## config.mk

```make
export PLATFORM = sky130hd
export DESIGN_NAME = dec16_rr_arbiter_flat
export DESIGN_NICKNAME = d
export VERILOG_FILES = /design/src/rtl/dec16_rr_arbiter_if.sv /design/src/rtl/dec16_rr_arbiter.sv /design/src/flat_wrapper.sv
export SDC_FILE = /design/constraint.sdc
export NUM_CORES = 1
export LEC_CHECK = 0
export BUFFER_PORTS_ARGS = -buffer_cell sky130_fd_sc_hd__clkbuf_2
export CAP_MARGIN = 20
export CORE_MARGIN = 2
export CORE_UTILIZATION = 45
export DETAILED_ROUTE_END_ITERATION = 16
export GPL_TIMING_DRIVEN = 0
export SYNTH_ARGS = -nofsm -noshare
export SYNTH_HDL_FRONTEND = slang
export SYNTH_SLANG_ARGS = --single-unit
```

## constraint.sdc

```tcl
create_clock -name clk -period 4.55 [get_ports clk]
set_input_delay 1.1375 -clock clk [delete_from_list [all_inputs] [get_ports clk]]
set_output_delay 1.1375 -clock clk [all_outputs]
set_load 0.005 [all_outputs]
```

## src/rtl/dec16_rr_arbiter_if.sv

```systemverilog
// Request/grant bundle between requesters and the dec16 round-robin arbiter.
// The arbiter uses the slave modport; the requester side uses master.
interface dec16_rr_arbiter_if;
  logic [15:0] req;
  logic        done;
  logic [3:0]  sel;
  logic        sel_en;
  logic [15:0] gnt;
  logic        busy;
  logic        timeout;

  modport master (
    output req, done,
    input  sel, sel_en, gnt, busy, timeout
  );

  modport slave (
    input  req, done,
    output sel, sel_en, gnt, busy, timeout
  );
endinterface

```

## src/rtl/dec16_rr_arbiter.sv

```systemverilog
// Round-robin arbiter driving the select/enable of a 4-to-16 decoder.
// Break-before-make grants with an optional per-owner hold limit.
module dec16_rr_arbiter #(
  parameter int HOLD_MAX = 8
) (
  input logic               clk,
  input logic               rst_n,
  dec16_rr_arbiter_if.slave bus
);

  localparam int HW = (HOLD_MAX < 2) ? 1 : $clog2(HOLD_MAX + 1);

  typedef enum logic {IDLE, GRANT} state_t;

  state_t          state;
  logic [3:0]      ptr;
  logic [HW-1:0]   hcnt;
  logic [3:0]      winner;
  logic            hold_hit;
  logic            release_now;

  // Scan starting at ptr and wrapping 15 -> 0; first set bit wins.
  always_comb begin
    logic       found;
    logic [3:0] idx;
    found  = 1'b0;
    winner = '0;
    idx    = '0;
    for (int unsigned i = 0; i < 16; i++) begin
      idx = ptr + 4'(i);
      if (!found && bus.req[idx]) begin
        found  = 1'b1;
        winner = idx;
      end
    end
  end

  always_comb begin
    hold_hit    = (HOLD_MAX != 0) && (hcnt == HW'(HOLD_MAX));
    release_now = bus.done || !bus.req[bus.sel] || hold_hit;
  end

  always_ff @(posedge clk or negedge rst_n) begin
    if (!rst_n) begin
      state       <= IDLE;
      ptr         <= '0;
      hcnt        <= '0;
      bus.sel     <= '0;
      bus.sel_en  <= 1'b0;
      bus.gnt     <= '0;
      bus.busy    <= 1'b0;
      bus.timeout <= 1'b0;
    end else begin
      bus.timeout <= 1'b0;
      case (state)
        IDLE: begin
          if (|bus.req) begin
            state      <= GRANT;
            bus.sel    <= winner;
            bus.sel_en <= 1'b1;
            bus.gnt    <= 16'b1 << winner;
            bus.busy   <= 1'b1;
            hcnt       <= HW'(1);
          end
        end
        GRANT: begin
          if (release_now) begin
            state       <= IDLE;
            bus.sel_en  <= 1'b0;
            bus.gnt     <= '0;
            bus.busy    <= 1'b0;
            ptr         <= bus.sel + 4'd1;
            // Pulse only when the hold limit is the sole reason for release.
            bus.timeout <= hold_hit && !bus.done && bus.req[bus.sel];
          end else begin
            hcnt <= hcnt + HW'(1);
          end
        end
        default: state <= IDLE;
      endcase
    end
  end

endmodule

```

## src/flat_wrapper.sv

```systemverilog
// flat-port wrapper written by rule: the top's interface ports become plain ports
module dec16_rr_arbiter_flat 
#(
  parameter int HOLD_MAX = 8
)
  (clk, rst_n, bus_req, bus_done, bus_sel, bus_sel_en, bus_gnt, bus_busy, bus_timeout);
  dec16_rr_arbiter_if bus_i ();
  input logic clk;
  input logic rst_n;
  input wire logic [$bits(bus_i.req)-1:0] bus_req;
  input wire logic [$bits(bus_i.done)-1:0] bus_done;
  output wire logic [$bits(bus_i.sel)-1:0] bus_sel;
  output wire logic [$bits(bus_i.sel_en)-1:0] bus_sel_en;
  output wire logic [$bits(bus_i.gnt)-1:0] bus_gnt;
  output wire logic [$bits(bus_i.busy)-1:0] bus_busy;
  output wire logic [$bits(bus_i.timeout)-1:0] bus_timeout;
  assign bus_i.req = bus_req;
  assign bus_i.done = bus_done;
  assign bus_sel = bus_i.sel;
  assign bus_sel_en = bus_i.sel_en;
  assign bus_gnt = bus_i.gnt;
  assign bus_busy = bus_i.busy;
  assign bus_timeout = bus_i.timeout;
  dec16_rr_arbiter #(.HOLD_MAX(HOLD_MAX)) u_core (.clk(clk), .rst_n(rst_n), .bus(bus_i));
endmodule
```

# [Yosys cells after proc, flatten, opt, wreduce, memory -nomap -nowiden]
# Index checks and enable logic that the tools add are counted.
[word_totals] word_cells=167 regBits=31
[op_classes] n_addsub=17 n_eq_ne=4 n_shift=1 muxes=79 bitwise_logic=1 order_cmp=17 n_reduce_logical=41
[ops] operator="$lt A4 B5 Y1 const B" n=17
[ops] operator="$mux W4" n=18
[ops] operator="$bmux W1 S4" n=17
[ops] operator="$mux W1" n=38
[ops] operator="$add A4 B4 Y4 const B" n=8
[ops] operator="$mux W16" n=2
[ops] operator="$pmux W16 S2" n=1
[ops] operator="$logic_and A1 B1 Y1" n=17
[ops] operator="$logic_not A1 Y1" n=17
[ops] operator="$add A4 B3 Y4 const B" n=4
[ops] operator="$reduce_or A16 Y1" n=1
[ops] operator="$shl A1 B4 Y16 const A" n=1
[ops] operator="$add A4 B1 Y4 const B" n=3
[ops] operator="$add A4 B2 Y4 const B" n=2
[ops] operator="$pmux W4 S2" n=1
[ops] operator="$reduce_and A2 Y1" n=4
[ops] operator="$eq A4 B4 Y1 const B" n=1
[ops] operator="$ne A2 B2 Y1 const B" n=2
[ops] operator="$pmux W1 S2" n=2
[ops] operator="$logic_or A1 B1 Y1" n=2
[ops] operator="$ne A2 B1 Y1 const B" n=1
[ops] operator="$not A1 Y1" n=1

# [Depth between registers and ports, before layout]
# Gate-level depths: netlist of the first run.
[depth] ltp_word=51 depth_mapped=17 mapped_depth_nobuf=12

# [Worst setup path before layout of the first run]
# OpenSTA, ideal clock, no wires.
[synth_timing] path_kind="register to register" from="reg u_core.ptr[1]" to="reg u_core.bus.gnt[9]" required_time_ps=4429 stages_incl_launch_ff=16 t_arrival_ps=4007 n_path_buf=4 path_slack_ps=422 cell_sequence="dfrtp_1 buf_6 buf_6 clkinv_1 ha_1 buf_4 buf_6 mux4_2 mux2i_1 a21oi_2 or2_1 nor2_4 o211ai_2 a32oi_4 a21oi_2 a22o_1"
[synth_via] elab_chain_len=51 word_cells_on_any_way=111
[synth_lines] element="start: declaration" line_no="dec16_rr_arbiter.sv:16" rtl="logic [3:0] ptr;"
[synth_lines] element="start signal: assignment" line_no="dec16_rr_arbiter.sv:72" rtl="ptr <= bus.sel + 4'd1;"
[synth_lines] element="branches (longest 47 deep; another with $add A4 B1 Y4)"
[synth_lines] element="$mux W4 *" line_no="dec16_rr_arbiter.sv:31" rtl="if (!found && bus.req[idx]) begin"
[synth_lines] element="$shl A1 B4 Y16 *" line_no="dec16_rr_arbiter.sv:61" rtl="bus.gnt <= 16'b1 << winner;"
[synth_lines] element="$mux W16 *" line_no="dec16_rr_arbiter.sv:57" rtl="if (|bus.req) begin"
[synth_lines] element="$pmux W16 S2 *" line_no="dec16_rr_arbiter.sv:55" rtl="case (state)"
[synth_lines] element="end signal: assignment" line_no="dec16_rr_arbiter.sv:61"
[synth_lines] element="end: declaration" line_no="dec16_rr_arbiter_if.sv:19" rtl="output sel, sel_en, gnt, busy, timeout"
# Mark *: on every way between the ends. The select of a mux whose other input is x is not followed.
# A chain may end at the register's enable or synchronous reset.

# [Final worst setup path of the first run]
[layout_timing] from="reg u_core.ptr[1]" to="reg u_core.bus.gnt[8]"
# Same word-level chain as after synthesis.

==> results.cfg, run 1 <==
[floorplanning]
die_h_um = 99.3
chipWidth_um = 99.3
core_um2 = 8760
design.die.area_um2 = 9870
rows = 34
ios = 42
start_util = 0.467

[layout]
n_fill_cell = 812
multi_input_area_um2 = 3160
diodes = 0
final_cell_mix = nand2_1, clkbuf_2, mux4_2
mostFrequentLayoutCell = nand2_1
final_util = 0.525
seqCellArea_um2 = 777
fin_nets = 513
drive_gt1_frac = 0.336
area_delta_synth_final_pct = 12.6
stdcell_count = 593

[detailed_routing]
wl_met3_um = 1010
dr.first_iter.drc_count = 363
ant_nets = 0
wl_um = 12700
wl_met1_um = 5270
vias = 3987
routed.top_layer = met4
post_drt_wl_per_cell_um = 21.4
wl_met2_um = 6160
vias_per_cell = 6.72
drc = 0
dr.pass1.iters = 5

[job]
max_cap_violations = 0

[cts]
cts_buffer_depth = 2
htreeDepth = 2
cts_tree = yes
clock_latency_ps = 280
clkTransAtPathRegs_ps = 70
cts_buffers = 5
holdBufCountCts = 0
ctsRootBufferMaster = clkbuf_8
cts.sinks = 31

[sta]
finalCriticalPeriod_ps = 4380
hold_viol_final = 0
rsz0062_at_grt = no
fin_crit_sh = 0.962
finalSetupTns_ps = 0
max_slew.worst_pin.slew_ps = 805
hold-worst-slack_ps = 489
max_slew_margin = 0.462
finalSetupViolations = 0
final_max_slew_viol_count = 0
clock.fmax_mhz = 228
fin_worst_skew_ps = 4.79

[synth]
synthSimpleGateAreaFrac = 0.179
synth_top_area_share = 0.190
synthAdderAreaFrac = 0.0306
synth_ff_type = dfrtp_1
yosys_warnings = 0
synth_top_family_by_area = multiplexers
synthCells = 431
syn_nets = 460
synth_top_area_cell = dfrtp_1
synthDistinctLibCells = 82
synth_mux_area_frac = 0.293
synth_area_um2 = 4090
synthTopCellsByArea = dfrtp_1, mux4_2, mux2_2
synth_edf_count = 0
synth_seq_cells = 31
async_reset_ff_frac = 1.00
synth_xor_area_frac = 0.0364
ys_seq_area_frac = 0.190
postSynthAreaPerCell_um2 = 9.49
synth_compound_area_frac = 0.223

[worst_hold_path]
hold_path.class = flop to flop
hold_depth = 2
holdCritStartpoint = u_core.bus.gnt[15]$_DFFE_PN0P_

[placed_design]
hpwlAfterDp_um = 9470
routabilityCongestion = 0.895
numPortBuffers = 41
dp.cells = 580

[setup_path]
worstSetupEndpoint = u_core.bus.gnt[8]$_DFFE_PN0P_
crit_type = flop to flop
cp_data_arrival_time_ps = 4550
worstPathRequired_ps = 4730
crit_start = u_core.ptr[1]$_DFFE_PN0P_
rr_endpoint = u_core.bus.gnt[8]$_DFFE_PN0P_
r2r_slack_ps = 170
reg2regPathDepth = 15
critPathMaxFanout = 11
timing.rr.start = u_core.ptr[1]$_DFFE_PN0P_
worst_setup_path_end_kind = flop
cp-start-kind = flop

[global_routing]
antenna_found_initial = 0
grt_overflow = 0
grt_max_degree = 32
grt_pass1_wl_um = 20700
track_usage = 0.264
grt_pass1_vias = 3897

[status]
outcome = finished clean
[critical path, stage by stage (launching register included)]
cell and delay (ps):
dfrtp_2 450, buf_6 200, buf_6 200, inv_4 110
ha_2 390, buf_4 220, buf_6 200, mux2_2 350
o22ai_1 340, nor3_2 180, nor4_4 450, nand4b_1 250
a21o_1 210, a32o_2 320, a21boi_4 170, a22o_1 220
[synth_stat cells, types with 3 or more instances]
cell / n
nor2b_1: 3
xnor2_1: 6
o22ai_1: 3
nor2_1: 22
nor4_1: 5
a21o_1: 4
o21ai_1: 11
dfrtp_1: 31
nand2_1: 56
or2_1: 3
mux4_2: 32
o31ai_1: 6
buf_4: 7
ha_1: 10
nor3_1: 6
o211ai_2: 3
or3_1: 3
xor2_1: 6
nand2b_1: 6
a22o_1: 9
and3_1: 6
o21ai_0: 23
inv_1: 11
a21oi_1: 23
nand3_1: 11
clkbuf_1: 6
mux2i_1: 15
mux2_2: 20
buf_6: 5
a31oi_1: 6
nand2_2: 3
[registers in the layout, summed over array words and instances, names as in the netlist]
register            flops
u_core.bus.gnt         16
u_core.bus.sel          4
u_core.hcnt             4
u_core.ptr              4
u_core.bus.sel_en       1
u_core.bus.timeout      1
u_core.state            1
[worst min-delay path by stage]
| stage | slack, ps | endpoint |
|---|---|---|
| detailed placement | 480 | u_core.bus.gnt[15]$_DFFE_PN0P_ |
| floorplan | 470 | u_core.hcnt[2]$_DFFE_PN0P_ |
| global placement | 470 | u_core.bus.gnt[13]$_DFFE_PN0P_ |
| global route | 520 | u_core.bus.gnt[14]$_DFFE_PN0P_ |
| finish | 490 | u_core.bus.gnt[15]$_DFFE_PN0P_ |
| CTS | 490 | u_core.bus.gnt[15]$_DFFE_PN0P_ |
[final cells by class]
cell class	instances	area share
clock inverters	3	0.00326
inverters	14	0.0125
well taps	108	0.0293
flip-flops and latches	31	0.169
clock buffers	5	0.0149
repair buffers	47	0.0543
multi-input cells	365	0.686
plain buffers	20	0.0312
[stage by stage]
stage               setup slack [ps]  instance area (µm²)
detailed placement              -446                 4430
finish                           173                 4600
global placement                -437                 4430
floorplan                        422                 4090
CTS                             2.01                 4540
global route                    15.2                 4600
[repair_timing]
action                     CTS  global route
setup buffers                2             4
resized for setup            7             9
setup endpoints to repair   20            19
pin swaps                    2             1
[routing by layer]
layer	GRT usage	vias to the layer above
met5	0	-
met4	0.0832	0
met3	0.0253	32
met2	0.438	212
met1	0.366	1967
li1	-	1776
[cell families after synthesis]
group | Yosys count
simple gates | 142
compound gates | 126
mux | 73
buf+inv | 35
flops | 31
xor+xnor | 14
fa+ha+maj | 10
Power of run 1 is not shown: default switching activity piles up to over one toggle a cycle in this logic, so the estimate is an artifact.
==> run 2, diff against run 1 <==
--- a/config.mk
+++ b/config.mk
@@ -5,12 +5,14 @@
 export SDC_FILE = /design/constraint.sdc
 export NUM_CORES = 1
 export LEC_CHECK = 0
+export ABC_AREA = 1
 export BUFFER_PORTS_ARGS = -buffer_cell sky130_fd_sc_hd__clkbuf_2
 export CAP_MARGIN = 20
 export CORE_MARGIN = 2
 export CORE_UTILIZATION = 45
 export DETAILED_ROUTE_END_ITERATION = 16
 export GPL_TIMING_DRIVEN = 0
+export SKIP_CTS_REPAIR_TIMING = 1
 export SYNTH_ARGS = -nofsm -noshare
 export SYNTH_HDL_FRONTEND = slang
 export SYNTH_SLANG_ARGS = --single-unit
==> constraint.sdc (replaced) <==
create_clock -name clk -period 4.55 [get_ports clk]
set_input_delay 1.1375 -clock clk [delete_from_list [all_inputs] [get_ports clk]]
set_output_delay 1.1375 -clock clk [all_outputs]
set_load 0.01 [all_outputs]
==> results.cfg, run 2 <==
[status]
outcome = finished clean

[layout]
largest_reg_flops = 16
n_fill_cell = 816
mostFrequentLayoutCell = nand2_1
area_delta_synth_final_pct = 12.1
final_cell_mix = nand2_1, nand3_1, inv_1
diodes = 0
drive_gt1_frac = 0.140
fin_nets = 642
largest_register = u_core.bus.gnt
stdcell_area_um2 = 3830

[sta]
fin_worst_skew_ps = 3.13
clock.fmax_mhz = 243
rsz0062_at_grt = no
finalSetupViolations = 0
hold_viol_final = 0
max_slew.worst_pin.slew_ps = 773
finalSetupTns_ps = 0
fin_crit_sh = 0.903
max_slew_margin = 0.485
final_max_slew_viol_count = 0
finalCriticalPeriod_ps = 4110

[cts]
htreeDepth = 2
clock_latency_ps = 290
cts_tree = yes
cts_buffers = 5
cts_buffer_depth = 2
ctsRootBufferMaster = clkbuf_8
clkTransAtPathRegs_ps = 60
cts.sinks = 31

[detailed_routing]
wl_met1_um = 4870
post_drt_wl_per_cell_um = 15.5
vias_per_cell = 5.50
dr.pass1.iters = 5
routed.top_layer = met4
dr.first_iter.drc_count = 259
wl_met2_um = 5240
wl_um = 11000
drc = 0
ant_nets = 0
wl_met3_um = 551
vias = 3925

[setup_path]
crit_type = flop to flop
critPathMaxFanout = 13
cp-start-kind = flop
reg2regPathDepth = 21
cp_data_arrival_time_ps = 4340
worst_setup_path_end_kind = flop
worstPathRequired_ps = 4780

[worst_hold_path]
hold_path.class = flop to flop
hold_depth = 2

[synth]
synth_seq_cells = 31
synth_top_area_cell = dfrtp_1
postSynthAreaPerCell_um2 = 6.05
synthTopCellsByArea = dfrtp_1, nand2_1, nand3_1
synth_common_cells = nand2_1, nand3_1, inv_1, nor2_1, dfrtp_1
synth_edf_count = 0
ys_seq_area_frac = 0.227
synthMostInstantiatedCell = nand2_1
yosys_warnings = 0
synth_top_area_share = 0.227
synthDistinctLibCells = 40
synthCells = 565
synth_area_um2 = 3420
async_reset_ff_frac = 1.00
syn_nets = 594
synth_ff_type = dfrtp_1

[floorplanning]
ios = 42
core_um2 = 7290
chipWidth_um = 91.2
rows = 31
start_util = 0.469
die_h_um = 91.2
design.die.area_um2 = 8310

[job]
max_cap_violations = 0

[global_routing]
grt_pass1_wl_um = 18400
track_usage = 0.276
grt_pass1_vias = 3766
antenna_found_initial = 0
grt_max_degree = 32
grt_overflow = 0

[placed_design]
placedInstanceArea_um2 = 3750
numPortBuffers = 41
routabilityCongestion = 0.923
hpwlAfterDp_um = 8580
[run 2: changes by cell type after synthesis, sizes merged, moves of 6 or more]
cell    before  now
a21oi       25    5
buf         15    9
nand4        2   24
and3         6    0
nor2        23   53
nand3       12  112
mux4        32    0
o31ai        6    0
nand2       59  199
inv         12   56
mux2i       19    0
a22o         9    0
nand2b       6    0
mux2        22    0
[run 2: worst paths after layout]
path | from | endpoint | slack, ps
setup / recovery | u_core.ptr[1]$_DFFE_PN0P_ | u_core.bus.gnt[11]$_DFFE_PN0P_ | 440
max in group asynchronous | rst_n | u_core.bus.gnt[8]$_DFFE_PN0P_ | 3150
hold / removal | u_core.bus.gnt[6]$_DFFE_PN0P_ | u_core.bus.gnt[6]$_DFFE_PN0P_ | 480
setup reg to reg | u_core.ptr[1]$_DFFE_PN0P_ | u_core.bus.gnt[11]$_DFFE_PN0P_ | 440
hold reg to reg | u_core.bus.gnt[6]$_DFFE_PN0P_ | u_core.bus.gnt[6]$_DFFE_PN0P_ | 480
min in group asynchronous | rst_n | u_core.ptr[1]$_DFFE_PN0P_ | 910
[run 2: per-stage QoR]
| step | util | std cells | hold WS (ps) | setup slack, ps |
|---|---|---|---|---|
| 2_1_floorplan | - | 565 | 516 | 1230 |
| 3_3_place_gp | 0.514 | 705 | 465 | 508 |
| 3_5_place_dp | 0.514 | 705 | 465 | 461 |
| 4_1_cts | 0.525 | 713 | 485 | 442 |
| 5_1_grt | 0.526 | 713 | 507 | 22.1 |
| 6_report | 0.526 | 713 | 481 | 439 |
[run 2: per-layer routing]
layer,vias up,GRT usage
li1,1969,-
met1,1816,0.357
met5,-,0
met3,27,0.0290
met4,0,0.117
met2,113,0.469
[run 2: cell families after synthesis]
| group | count (synthesis) | synth area share |
|---|---|---|
| AO/OA/AOI/OAI | 45 | 0.0732 |
| flip-flops | 31 | 0.227 |
| XOR/XNOR | 12 | 0.0351 |
| adder cells (fa/ha/maj) | 10 | 0.0366 |
| buffers and inverters | 70 | 0.0834 |
| AND/OR/NAND/NOR | 397 | 0.545 |
[run 2: critical path, cell delays in order (launching register included)]
cell and delay, ps:
dfrtp_1 460, inv_1 180, clkbuf_4 300, ha_1 310
inv_1 140, buf_2 280, nand3_1 160, nand3_1 160
nand3_1 90, nand2_1 160, nand4_4 180, nor2_8 180
nand4_4 140, nor2_8 180, nand4_4 130, nor2_4 160
nand3_1 110, nand4_1 230, nand2_1 110, nor2_1 170
nand4_1 120, nand2_1 80
[run 2: layout make-up]
cell class	count	area [µm²]	share of cell area
Buffer	14	75.1	0.0196
Clock buffer	7	76.3	0.0199
Clock inverter	1	5.00	0.00131
Inverter	56	213	0.0555
Multi-Input combinational cell	464	2360	0.616
Sequential cell	31	776	0.202
Tap cell	99	124	0.0323
Timing Repair Buffer	41	205	0.0535
Power of run 2 is left out for the same reason.
